**config.mk**
```make
export PLATFORM = sky130hd
export DESIGN_NAME = clk_ratio_meter
export DESIGN_NICKNAME = d
export VERILOG_FILES = /design/src/rtl/clk_pkg.sv /design/src/rtl/clk_sync.sv /design/src/rtl/clk_ratio_meter.sv
export SDC_FILE = /design/constraint.sdc
export NUM_CORES = 1
export LEC_CHECK = 0
export ABC_AREA = 0
export CAP_MARGIN = 20
export CORE_UTILIZATION = 56
export DETAILED_ROUTE_END_ITERATION = 8
export GPL_TIMING_DRIVEN = 0
export PLACE_DENSITY = 0.81
export SYNTH_ARGS = -nofsm -noshare
export SYNTH_HDL_FRONTEND = slang
export SYNTH_SLANG_ARGS = --single-unit
```
**constraint.sdc**
```tcl
create_clock -name i_ref_clk -period 3.8 [get_ports i_ref_clk]
set_input_delay 0.57 -clock i_ref_clk [delete_from_list [all_inputs] [get_ports i_ref_clk]]
set_output_delay 0.57 -clock i_ref_clk [all_outputs]
set_load 0.01 [all_outputs]
```
**src/rtl/clk_pkg.sv**
```systemverilog
// ============================================================================
// Module   : clk_pkg
// Brief    : Shared state encoding and default parameters for clk_ratio_meter.
// Revision : 1.0 - initial release
// ============================================================================
`default_nettype none

package clk_pkg;

   localparam int unsigned c_default_div_ratio_width = 4;
   localparam int unsigned c_default_lock_count      = 3;
   localparam int unsigned c_default_sync_stages     = 2;

   localparam int unsigned c_state_width = 2;
   localparam logic [c_state_width-1:0] c_st_idle    = 2'd0;
   localparam logic [c_state_width-1:0] c_st_seek    = 2'd1;
   localparam logic [c_state_width-1:0] c_st_measure = 2'd2;

endpackage : clk_pkg

`default_nettype wire

```
**src/rtl/clk_sync.sv**
```systemverilog
// ============================================================================
// Module   : clk_sync
// Brief    : Multi-flop synchronizer for i_meas_clk with rising-edge detect.
// Revision : 1.0 - initial release
// ============================================================================
`default_nettype none

module clk_sync
   import clk_pkg::*;
#(
   parameter int unsigned SYNC_STAGES = c_default_sync_stages
) (
   input  logic i_ref_clk,
   input  logic i_rst_n,
   input  logic i_meas_clk,
   output logic o_synced,
   output logic o_rise
);

   logic [SYNC_STAGES-1:0] r_sync;
   logic                   r_prev;

   always_ff @(posedge i_ref_clk) begin
      if (!i_rst_n) begin
         r_sync <= '0;
         r_prev <= 1'b0;
      end else begin
         r_sync <= {r_sync[SYNC_STAGES-2:0], i_meas_clk};
         r_prev <= r_sync[SYNC_STAGES-1];
      end
   end

   assign o_synced = r_sync[SYNC_STAGES-1];
   assign o_rise   = r_sync[SYNC_STAGES-1] & ~r_prev;

endmodule : clk_sync

`default_nettype wire

```
**src/rtl/clk_ratio_meter.sv**
```systemverilog
// ============================================================================
// Module   : clk_ratio_meter
// Brief    : Measures period and high time of a divided clock in ref cycles,
//            with lock detection and no-edge timeout.
// Revision : 1.0 - initial release
// ============================================================================
`default_nettype none

module clk_ratio_meter
   import clk_pkg::*;
#(
   parameter int unsigned DIV_RATIO_WIDTH = c_default_div_ratio_width,
   parameter int unsigned LOCK_COUNT      = c_default_lock_count,
   parameter int unsigned SYNC_STAGES     = c_default_sync_stages
) (
   input  logic                       i_ref_clk,
   input  logic                       i_rst_n,
   input  logic                       i_meas_en,
   input  logic                       i_meas_clk,
   output logic [DIV_RATIO_WIDTH-1:0] o_ratio,
   output logic [DIV_RATIO_WIDTH-1:0] o_high,
   output logic                       o_valid,
   output logic                       o_lock,
   output logic                       o_timeout
);

   localparam int unsigned c_match_width = $clog2(LOCK_COUNT + 1);
   localparam logic [DIV_RATIO_WIDTH-1:0] c_max_period = '1;
   localparam logic [DIV_RATIO_WIDTH-1:0] c_cnt_one    = DIV_RATIO_WIDTH'(1);
   localparam logic [c_match_width-1:0]   c_match_one  = c_match_width'(1);
   localparam logic [c_match_width-1:0]   c_lock_val   = c_match_width'(LOCK_COUNT);

   logic [c_state_width-1:0]   r_state;
   logic [c_state_width-1:0]   w_next_state;
   logic [DIV_RATIO_WIDTH-1:0] r_period;
   logic [DIV_RATIO_WIDTH-1:0] r_high_cnt;
   logic [c_match_width-1:0]   r_match;
   logic [c_match_width-1:0]   w_match_next;
   logic                       w_synced;
   logic                       w_rise;
   logic                       w_period_max;
   logic                       w_seek_start;
   logic                       w_capture;
   logic                       w_timeout_hit;
   logic                       w_count;

   clk_sync #(
      .SYNC_STAGES (SYNC_STAGES)
   ) u_clk_sync (
      .i_ref_clk  (i_ref_clk),
      .i_rst_n    (i_rst_n),
      .i_meas_clk (i_meas_clk),
      .o_synced   (w_synced),
      .o_rise     (w_rise)
   );

   assign w_period_max = (r_period == c_max_period);

   always_ff @(posedge i_ref_clk) begin
      if (!i_rst_n) begin
         r_state <= c_st_idle;
      end else begin
         r_state <= w_next_state;
      end
   end

   always_comb begin
      w_next_state = r_state;
      if (!i_meas_en) begin
         w_next_state = c_st_idle;
      end else begin
         case (r_state)
            c_st_idle:    w_next_state = c_st_seek;
            c_st_seek:    if (w_rise) w_next_state = c_st_measure;
            c_st_measure: if (!w_rise && w_period_max) w_next_state = c_st_seek;
            default:      w_next_state = c_st_idle;
         endcase
      end
   end

   always_comb begin
      w_seek_start  = 1'b0;
      w_capture     = 1'b0;
      w_timeout_hit = 1'b0;
      w_count       = 1'b0;
      if (i_meas_en) begin
         case (r_state)
            c_st_seek: begin
               w_seek_start = w_rise;
            end
            c_st_measure: begin
               w_capture     = w_rise;
               w_timeout_hit = !w_rise && w_period_max;
               w_count       = !w_rise && !w_period_max;
            end
            default: begin
               w_count = 1'b0;
            end
         endcase
      end
   end

   // Run length of captures equal to the previously reported ratio, saturating.
   always_comb begin
      w_match_next = c_match_one;
      if (r_period == o_ratio) begin
         w_match_next = (r_match == c_lock_val) ? r_match : r_match + c_match_one;
      end
   end

   always_ff @(posedge i_ref_clk) begin
      if (!i_rst_n) begin
         r_period   <= '0;
         r_high_cnt <= '0;
         r_match    <= '0;
         o_ratio    <= '0;
         o_high     <= '0;
         o_valid    <= 1'b0;
         o_lock     <= 1'b0;
         o_timeout  <= 1'b0;
      end else begin
         o_valid <= 1'b0;
         if (!i_meas_en) begin
            r_period   <= '0;
            r_high_cnt <= '0;
            r_match    <= '0;
            o_lock     <= 1'b0;
            o_timeout  <= 1'b0;
         end else if (w_seek_start) begin
            r_period   <= c_cnt_one;
            r_high_cnt <= c_cnt_one;
         end else if (w_capture) begin
            o_ratio    <= r_period;
            o_high     <= r_high_cnt;
            o_valid    <= 1'b1;
            o_timeout  <= 1'b0;
            r_match    <= w_match_next;
            o_lock     <= (w_match_next == c_lock_val);
            r_period   <= c_cnt_one;
            r_high_cnt <= c_cnt_one;
         end else if (w_timeout_hit) begin
            o_timeout  <= 1'b1;
            o_lock     <= 1'b0;
            o_ratio    <= '0;
            o_high     <= '0;
            r_match    <= '0;
            r_period   <= '0;
            r_high_cnt <= '0;
         end else if (w_count) begin
            r_period <= r_period + c_cnt_one;
            if (w_synced) begin
               r_high_cnt <= r_high_cnt + c_cnt_one;
            end
         end
      end
   end

endmodule : clk_ratio_meter

`default_nettype wire

```
# Yosys cells after proc, flatten, opt, wreduce, memory -nomap -nowiden
# Cells that the tools add are included.
# totals
regBits	26
latchBits	0
ramBits	0
mem_bits_ro	0
input_bits	4
output_inout_bits	11
elab_cells	77
n_memories	0
# classes
addsub	3
n_mul	0
div_mod_pow	0
order_cmp	0
eq_ne	8
n_shift	0
muxes	32
bitwise_logic	5
reduce_logical	16
# ops
op	n
$mux 1	22
$mux 2	6
$mux 4	3
$reduce_and 2->1	5
$add 4x1->4 const B	2
$reduce_bool 4->1	2
$eq 2x2->1 const B	3
$pmux 2 s3	1
$reduce_or 5->1	1
$eq 4x4->1	1
$eq 4x4->1 const B	1
$ne 2x2->1 const B	2
$not 1->1	4
$reduce_and 3->1	1
$reduce_or 3->1	1
$add 2x1->2 const B	1
$eq 2x1->1 const B	1
$logic_and 1x1->1	2
$logic_not 1->1	2
$logic_not 2->1	1
$reduce_bool 2->1	1
$and 1x1->1	1

# Depth between registers and ports, before layout
# Gate-level depths: netlist (run 1).
# depth
word_depth	10
depth_mapped	6
depth_no_buf	5

# Cells and area by module
# From an unflattened synthesis (run 1), not the netlist that was laid out.
# hier_totals
cells_unflattened	117
hier_area_um2	1219.9
# modules_own_cells
mod	instances	cells_per_inst	area_each_um2	seq_area_each_um2
clk_ratio_meter	1	110	1127.3	460.4
clk_sync	1	7	92.6	60.1

# Worst setup path before layout (run 1)
# No wires, ideal clock.
# synth_timing
path_kind	register to register
start	reg r_period[0]
end	reg r_high_cnt[3]
setup_ns	0.071
arrival_time_ns	1.504
t_required_ns	3.729
slack_ns	2.225
path_stages_with_launch	6
n_path_buf	1
synth_period_minus_slack_ns	1.575
cell_sequence	dfxtp_1 > ha_1 > and3_1 > buf_6 > or4_1 > a21oi_1
# synth_via
elab_chain_cells	6
word_cells_on_any_way	10
classes_between	1 x eq/ne; 4 x mux; 5 x reduce/logical
# synth_lines
item	line	source
start: declaration	clk_ratio_meter.sv:35	logic [DIV_RATIO_WIDTH-1:0] r_period;
start signal: assignment	clk_ratio_meter.sv:130	r_period <= c_cnt_one;
start signal: assignment	clk_ratio_meter.sv:139	r_period <= c_cnt_one;
start signal: assignment	clk_ratio_meter.sv:150	r_period <= r_period + c_cnt_one;
$eq 4x4->1 *	clk_ratio_meter.sv:57	assign w_period_max = (r_period == c_max_period);
$logic_not 1->1	clk_ratio_meter.sv:94	w_count = !w_rise && !w_period_max;
$logic_and 1x1->1	clk_ratio_meter.sv:94	
$mux 1	clk_ratio_meter.sv:87	case (r_state)
$mux 1	clk_ratio_meter.sv:86	if (i_meas_en) begin
$reduce_and 2->1 (no line)	--	
end signal: assignment	clk_ratio_meter.sv:131	r_high_cnt <= c_cnt_one;
end signal: assignment	clk_ratio_meter.sv:140	r_high_cnt <= c_cnt_one;
end signal: assignment	clk_ratio_meter.sv:152	r_high_cnt <= r_high_cnt + c_cnt_one;
end: declaration	clk_ratio_meter.sv:36	logic [DIV_RATIO_WIDTH-1:0] r_high_cnt;
# Every way passes the cells marked *; elsewhere a longest branch is shown, timed or not.
# A chain may end at the register's enable or synchronous reset.

# Worst setup path after layout (run 1)
# layout_timing
start	in i_meas_en
end	reg o_ratio[0]
# layout_via
elab_chain_cells	3
word_cells_on_any_way	7
classes_between	4 x mux; 1 x bitwise; 2 x reduce/logical
# layout_lines
item	line	source
start: declaration	clk_ratio_meter.sv:18	input logic i_meas_en,
$mux 1	clk_ratio_meter.sv:86	
$reduce_bool 2->1 (no line) or $not 1->1 (tied branches)	--	
$reduce_and 3->1 (no line)	--	
end signal: assignment	clk_ratio_meter.sv:133	o_ratio <= r_period;
end: declaration	clk_ratio_meter.sv:20	output logic [DIV_RATIO_WIDTH-1:0] o_ratio,
# Parallel ways exist; a longest one is shown, timed or not.

==> impl_metrics.py, run 1 <==
metrics = {
    "timing": {
        "rsz0062_at_grt": "no",
        "period_share_pct": 52.76,
        "slew_violations": 0,
        "max_slew_margin_pct": 73.15,
        "hold_violations": 0,
        "final.min_clock_period_ns": 2.005,
        "tightestPinTransition_ns": 0.4027,
        "fin_skew_ns": 0.005460,
        "final.setup.tns_ns": 0,
        "fmax_mhz": 498.7,
        "setup_viol": 0,
    },
    "placed_design": {
        "hpwl_um": 1464,
        "port_buffers": 14,
        "place.gp.congestion": 0.8183,
    },
    "critical_path": {
        "cp-end-kind": "register",
        "cp.arrival_ns": 2.23,
        "criticalPathCategory": "in -> reg",
        "reg2reg_depth": 6,
        "path_cells": "clkdlybuf4s50_1 -> nand3b_1 -> a21oi_1 -> nor2b_1 -> clkbuf_1 -> a22o_1",
        "r2r_start": "r_period[0]$_SDFFE_PN0P_",
        "r2r_slack_ns": 2.10,
        "cp_data_required_time_ns": 4.02,
        "worstSetupStartpointType": "primary input",
        "crit_buf_inv": 2,
        "crit_slowest_cell": "clkdlybuf4s50_1",
        "worstReg2RegEnd": "r_high_cnt[1]$_SDFFE_PP0P_",
        "cp_slowest_stage_delay_ns": 0.63,
        "path_delay_family": "buffers and inverters",
        "crit_fanout": 8,
    },
    "synthesis": {
        "syn_area_um2": 1122,
        "ys_types": 37,
        "syn_nets": 117,
        "ys_ff_latch": 26,
        "synth.avg_cell_area_um2": 10.11,
        "synth_cells": 111,
        "yosys_warnings": 0,
        "synth-seq-area-share_pct": 46.38,
    },
    "global_routing": {
        "grt_start_max_net_pins": 15,
        "grt_pass1_vias": 773,
        "overflow": 0,
        "track_usage_pct": 21.42,
        "antenna_found_initial": 0,
        "grt_pass1_wl_um": 3312,
    },
    "floorplan": {
        "dieWidth_um": 46.77,
        "die_h_um": 46.77,
        "core-area_um2": 1802,
        "dieArea_um2": 2187,
        "start_util_pct": 62.29,
        "num_rows": 15,
        "io_pins": 15,
    },
    "clock_network": {
        "clk_pin_slew_ns": 0.12,
        "cts_tree": "done",
        "cts_sinks": 26,
        "cts_buffers": 3,
        "cts_max_level": 1,
        "clkLatencyLatePin_ns": 0.32,
        "cts_resized": 0,
        "clock_path_buffers": 2,
        "ctsRootBufferMaster": "clkbuf_4",
        "post_cts_buffers": 0,
        "holdBufCountCts": 0,
    },
    "pwr": {
        "power.density_nw_per_um2": 323.0,
        "peakVddDrop_mv": 0.2731,
        "leakagePower_uw": 0.0004675,
    },
    "run_status": {
        "status": "complete, no violations",
    },
    "final_layout": {
        "diodes": 0,
        "drive_above_1_share_pct": 12.40,
        "final_core_util_pct": 73.82,
        "nNetsFinal": 136,
        "area_growth_pct": 18.51,
    },
    "hold_path": {
        "min-delay-start": "u_clk_sync.r_sync[0]$_SDFF_PN0_",
        "hold_class": "reg -> reg",
        "whs_endpoint": "u_clk_sync.r_sync[1]$_SDFF_PN0_",
        "min_path_cells": 1,
    },
    "job": {
        "maxCapViolations": 0,
    },
    "detailed_routing": {
        "routed_wl_um": 1992,
        "first_iter_violations": 12,
        "drc": 0,
        "wl_per_cell_um": 12.94,
        "vias": 874,
        "viasPerCell": 5.675,
        "dr.pass1.iters": 4,
        "drtAntennaViolNets": 0,
    },
}
==> synthesized netlist by cell type, drive strengths merged <==
cell | n | area, um2
nor2 | 9 | 33.78
buf | 3 | 27.52
a21oi | 7 | 35.03
nor3b | 1 | 7.510
dfxtp | 26 | 520.5
nor2b | 2 | 12.51
nand2 | 4 | 15.01
o22a | 1 | 8.760
nor4b | 1 | 15.01
clkbuf | 1 | 3.750
or4 | 1 | 7.510
or2b | 1 | 8.760
ha | 2 | 25.02
nand4 | 4 | 31.28
xnor2 | 6 | 52.55
a31oi | 1 | 6.260
a22o | 10 | 87.58
and2b | 2 | 16.27
mux2i | 3 | 30.03
nor3 | 5 | 25.02
xor2 | 1 | 8.760
nor4 | 2 | 25.02
o31ai | 1 | 7.510
nand3 | 4 | 32.53
inv | 2 | 7.500
and2 | 3 | 18.77
o21ai | 3 | 18.77
and3 | 1 | 6.260
nand2b | 1 | 6.260
nand3b | 2 | 15.01
or3 | 1 | 6.260
==> per-layer routing <==
metal,up-vias,share of wire (%),GRT usage (%)
li1,438,-,-
met4,0,1.5,10.86
met2,19,47,31.94
met3,4,3.4,2.692
met5,-,0,0
met1,413,48,30.40
==> kinds of logic after synthesis <==
family / Yosys count / synth area share [%]
XOR/XNOR: 7 / 5.463
AND/OR/NAND/NOR: 44 / 25.19
adder cells (fa/ha/maj): 2 / 2.229
buffers and inverters: 6 / 3.454
multiplexers: 3 / 2.676
AO/OA/AOI/OAI: 23 / 14.60
flip-flops: 26 / 46.38
==> worst register-to-register path: stages (launching register included) <==
cell and delay, ns:
dfxtp_1 0.39, ha_1 0.26, and3_1 0.20, buf_6 0.14, nor4b_2 0.33, mux2i_1 0.24, nor2_1 0.05
==> final cells by class <==
class | instances | area [um2]
Multi-Input combinational cell | 79 | 563.0
Sequential cell | 26 | 520.5
Fill cell | 140 | 471.7
Timing Repair Buffer | 14 | 140.1
Clock buffer | 4 | 36.28
Buffer | 4 | 31.28
Tap cell | 25 | 31.28
Inverter | 2 | 7.507
==> where the power goes <==
group	switching [uW]	internal [uW]
registers	1.96	275
clock network	77.0	58.6
logic	10.1	7.12
==> cells in the final DEF (no fill, tap or decap), drive strengths merged, types with 4 or more instances in the layout <==
| cell type | n |
|---|---|
| a21oi | 7 |
| nor2 | 9 |
| clkbuf | 5 |
| xnor2 | 6 |
| dfxtp | 26 |
| nand4 | 4 |
| a22o | 10 |
| nor3 | 5 |
| nand2 | 4 |
| clkdlybuf4s50 | 14 |
| nand3 | 4 |
==> state kept, by name (all words and copies together) (netlist names) <==
name               cells
o_valid                1
o_ratio                4
r_match                2
r_state                2
o_lock                 1
u_clk_sync.r_prev      1
o_high                 4
o_timeout              1
r_high_cnt             4
u_clk_sync.r_sync      2
r_period               4
==> stage by stage <==
| stage | hold slack (ns) | instance area [um2] | setup slack (ns) | total power (uW) | std cells |
|---|---|---|---|---|---|
| floorplan | 0.4118 | 1122 | 2.225 | 292.0 | 111 |
| global placement | 0.4159 | 1294 | 1.507 | 299.4 | 150 |
| detailed placement | 0.4283 | 1294 | 1.459 | 300.0 | 150 |
| CTS | 0.4591 | 1330 | 1.803 | 430.7 | 154 |
| global route | 0.4682 | 1330 | 1.685 | 448.4 | 154 |
| finish | 0.4550 | 1330 | 1.795 | 429.5 | 154 |
==> how the worst max path moves through the flow <==
stage                                             to                      from  cells past startpoint
after CTS                    o_ratio[2]$_SDFFE_PN0P_                 i_meas_en                      6
after detailed placement     o_ratio[2]$_SDFFE_PN0P_                 i_meas_en                      6
after global routing         o_ratio[0]$_SDFFE_PN0P_                 i_meas_en                      6
after global placement        o_high[1]$_SDFFE_PN0P_                 i_meas_en                      6
final                        o_ratio[0]$_SDFFE_PN0P_                 i_meas_en                      6
after floorplan           r_high_cnt[3]$_SDFFE_PP0P_  r_period[0]$_SDFFE_PN0P_                      5
Power figures use the tool's default switching activity.
==> inputs of run 2 (changes only) <==
--- a/config.mk
+++ b/config.mk
@@ -7,10 +7,10 @@
 export LEC_CHECK = 0
 export ABC_AREA = 0
 export CAP_MARGIN = 20
-export CORE_UTILIZATION = 56
+export CORE_UTILIZATION = 47
 export DETAILED_ROUTE_END_ITERATION = 8
 export GPL_TIMING_DRIVEN = 0
-export PLACE_DENSITY = 0.81
+export PLACE_DENSITY = 0.73
 export SYNTH_ARGS = -nofsm -noshare
 export SYNTH_HDL_FRONTEND = slang
 export SYNTH_SLANG_ARGS = --single-unit
==> constraint.sdc (replaced) <==
create_clock -name i_ref_clk -period 1.75 [get_ports i_ref_clk]
set_input_delay 0.2625 -clock i_ref_clk [delete_from_list [all_inputs] [get_ports i_ref_clk]]
set_output_delay 0.2625 -clock i_ref_clk [all_outputs]
set_load 0.01 [all_outputs]
==> run 2 against run 1 <==
Compared with the run above:
- combinational power rose by 120%
- die area rose by 18%
- utilization decreased by 13 points
- global-route usage shrank 2.9 points
- cell count grew 1.9%
- largest cell class unchanged
- clock skew down 0.0021 ns
- first-iteration DRC count fell by 50%
- clock-buffer cell count shrank 1
- total power grew 150%
- hold slack worse by 0.073 ns
- critical endpoint is now r_high_cnt[3]$_SDFFE_PP0P_
- largest power group unchanged
==> impl_metrics.py, run 2 (synthesis results as in run 1) <==
metrics = {
    "detailed_routing": {
        "drc": 0,
        "viasPerCell": 5.510,
        "vias": 865,
        "drtAntennaViolNets": 0,
        "routed_wl_um": 2041,
        "first_iter_violations": 6,
        "dr.pass1.iters": 3,
        "wl_per_cell_um": 13.00,
    },
    "final_layout": {
        "diodes": 0,
        "fillers": 205,
        "final_cell_area_um2": 1368,
        "layout_commonest_cell": "dfxtp_1",
        "area_growth_pct": 21.85,
        "nNetsFinal": 136,
        "most-common-layout-cells": "dfxtp_1, clkdlybuf4s50_1, a22o_1, nor2_1, a21oi_1",
        "seqCellArea_um2": 521.8,
        "drive_above_1_share_pct": 13.95,
        "multi_input_comb_area_um2": 576.8,
    },
    "timing": {
        "rsz0062_at_grt": "no",
        "fin_ws_ns": 0.04868,
        "final.min_clock_period_ns": 1.701,
        "max_slew_margin_pct": 75.77,
        "tightestPinTransition_ns": 0.3623,
        "hold_violations": 0,
        "period_share_pct": 97.22,
        "fmax_mhz": 587.8,
        "final.setup.tns_ns": 0,
        "setup_viol": 0,
        "hold_ws_ns": 0.3815,
        "slew_violations": 0,
        "fin_skew_ns": 0.003314,
    },
    "global_routing": {
        "gr-usage-met1_pct": 21.04,
        "antenna_found_initial": 0,
        "grt.busiest_layer": "met2",
        "grtUsageMet2_pct": 31.33,
        "grt_pass1_wl_um": 3484,
        "grt_pass1_vias": 855,
        "use_met3_pct": 2.679,
        "track_usage_pct": 18.53,
        "overflow": 0,
        "grt_start_max_net_pins": 16,
    },
    "clock_network": {
        "cts_max_level": 1,
        "clock_path_buffers": 2,
        "cts_buffers": 3,
        "cts_tree": "done",
        "clk_pin_slew_ns": 0.14,
        "clkLatencyLatePin_ns": 0.33,
        "cts_sinks": 26,
        "ctsRootBufferMaster": "clkbuf_4",
        "post_cts_buffers": 0,
    },
    "critical_path": {
        "crit_fanout": 9,
        "cp_data_required_time_ns": 2.02,
        "cp_slowest_stage_delay_ns": 0.50,
        "crit_slowest_cell": "or4_1",
        "cp-end-kind": "register",
        "worstSetupStartpointType": "register",
        "cp.arrival_ns": 1.97,
        "criticalPathCategory": "reg -> reg",
        "path_cells": "ha_1 -> and3_1 -> buf_6 -> or4_1 -> a21oi_1",
    },
    "floorplan": {
        "start_util_pct": 50.25,
        "core-area_um2": 2233,
        "num_rows": 17,
        "dieArea_um2": 2587,
        "dieWidth_um": 50.87,
        "die_h_um": 50.87,
        "io_pins": 15,
    },
    "placed_design": {
        "place.gp.congestion": 0.8246,
        "port_buffers": 14,
        "place_ws_ns": -0.2257,
        "hpwl_um": 1517,
        "placed_area_um2": 1297,
    },
    "pwr": {
        "switchingPower_uw": 211.6,
        "p_comb_share_pct": 3.5,
        "total_power_uw": 1056,
        "p_seq_share_pct": 56.9,
        "power_frac_clock_pct": 39.5,
        "power.density_nw_per_um2": 771.9,
        "swShare_pct": 20.04,
        "leakagePower_uw": 0.0004894,
        "peakVddDrop_mv": 0.4802,
        "intPower_uw": 844.0,
    },
    "job": {
        "maxCapViolations": 0,
    },
    "run_status": {
        "status": "complete, no violations",
    },
    "hold_path": {
        "hold_class": "in -> reg",
    },
}
[run 2: path summary, 6_finish.rpt]
path | from | to | slack (ns) | cells past startpoint
max | r_period[1]$_SDFFE_PP0P_ | r_high_cnt[3]$_SDFFE_PP0P_ | 0.05 | 5
min | i_meas_en | r_period[0]$_SDFFE_PN0P_ | 0.38 | 3
max reg2reg | r_period[1]$_SDFFE_PP0P_ | r_high_cnt[3]$_SDFFE_PP0P_ | 0.05 | 5
min reg2reg | u_clk_sync.r_sync[0]$_SDFF_PN0_ | u_clk_sync.r_sync[1]$_SDFF_PN0_ | 0.46 | 1
[run 2: power groups by stage]
stage          registers (uW)  logic, uW  clock network [uW]
2_1_floorplan             613       21.3                   0
3_3_place_gp              614       36.5                   0
3_5_place_dp              614       36.5                   0
4_1_cts                   601       36.7                 426
5_1_grt                   602       40.9                 447
6_report                  601       37.2                 417
[run 2: cell type report]
cell class                 count  share of cell area, %
tap                           28                  2.562
buffer                         4                  2.287
timing repair buffer          14                  10.43
clock inverter                 1                  2.196
inverter                       2                 0.5489
sequential                    26                  38.15
multi-input combinational     79                  42.18
clock buffer                   3                  1.647
[run 2: through the flow]
step / util, % / cells
after detailed placement: 58.10 / 153
after global routing: 61.23 / 157
after CTS: 60.45 / 157
final: 61.23 / 157
after global placement: 58.10 / 153
after floorplan: - / 111
[run 2: per-layer routing]
layer	part of all wire [%]	routed length, um	vias to the layer above
li1	-	-	438
met1	47	960	409
met2	48	973	13
met3	2.1	42	5
met4	3.1	64	0
met5	0	0	-
[run 2: repair_timing]
action | 4_1_cts | 5_1_grt
resized for setup | 0 | 4
hold buffers | 0 | 0
endpoints found under the setup margin | 0 | 5
[run 2: critical path: cells and delay by family (launching register included)]
| kind | cells | cell delay, ns |
|---|---|---|
| buf+inv | 1 | 0.14 |
| flops | 1 | 0.39 |
| compound gates | 1 | 0.16 |
| fa+ha+maj | 1 | 0.25 |
| simple gates | 2 | 0.70 |
==> inputs of run 3 (changes only) <==
--- a/config.mk
+++ b/config.mk
@@ -11,6 +11,7 @@
 export DETAILED_ROUTE_END_ITERATION = 8
 export GPL_TIMING_DRIVEN = 0
 export PLACE_DENSITY = 0.73
+export SLEW_MARGIN = 20
 export SYNTH_ARGS = -nofsm -noshare
 export SYNTH_HDL_FRONTEND = slang
 export SYNTH_SLANG_ARGS = --single-unit
==> results of run 3 <==
The final DEF is identical to that of run 2; final timing and power are the same.
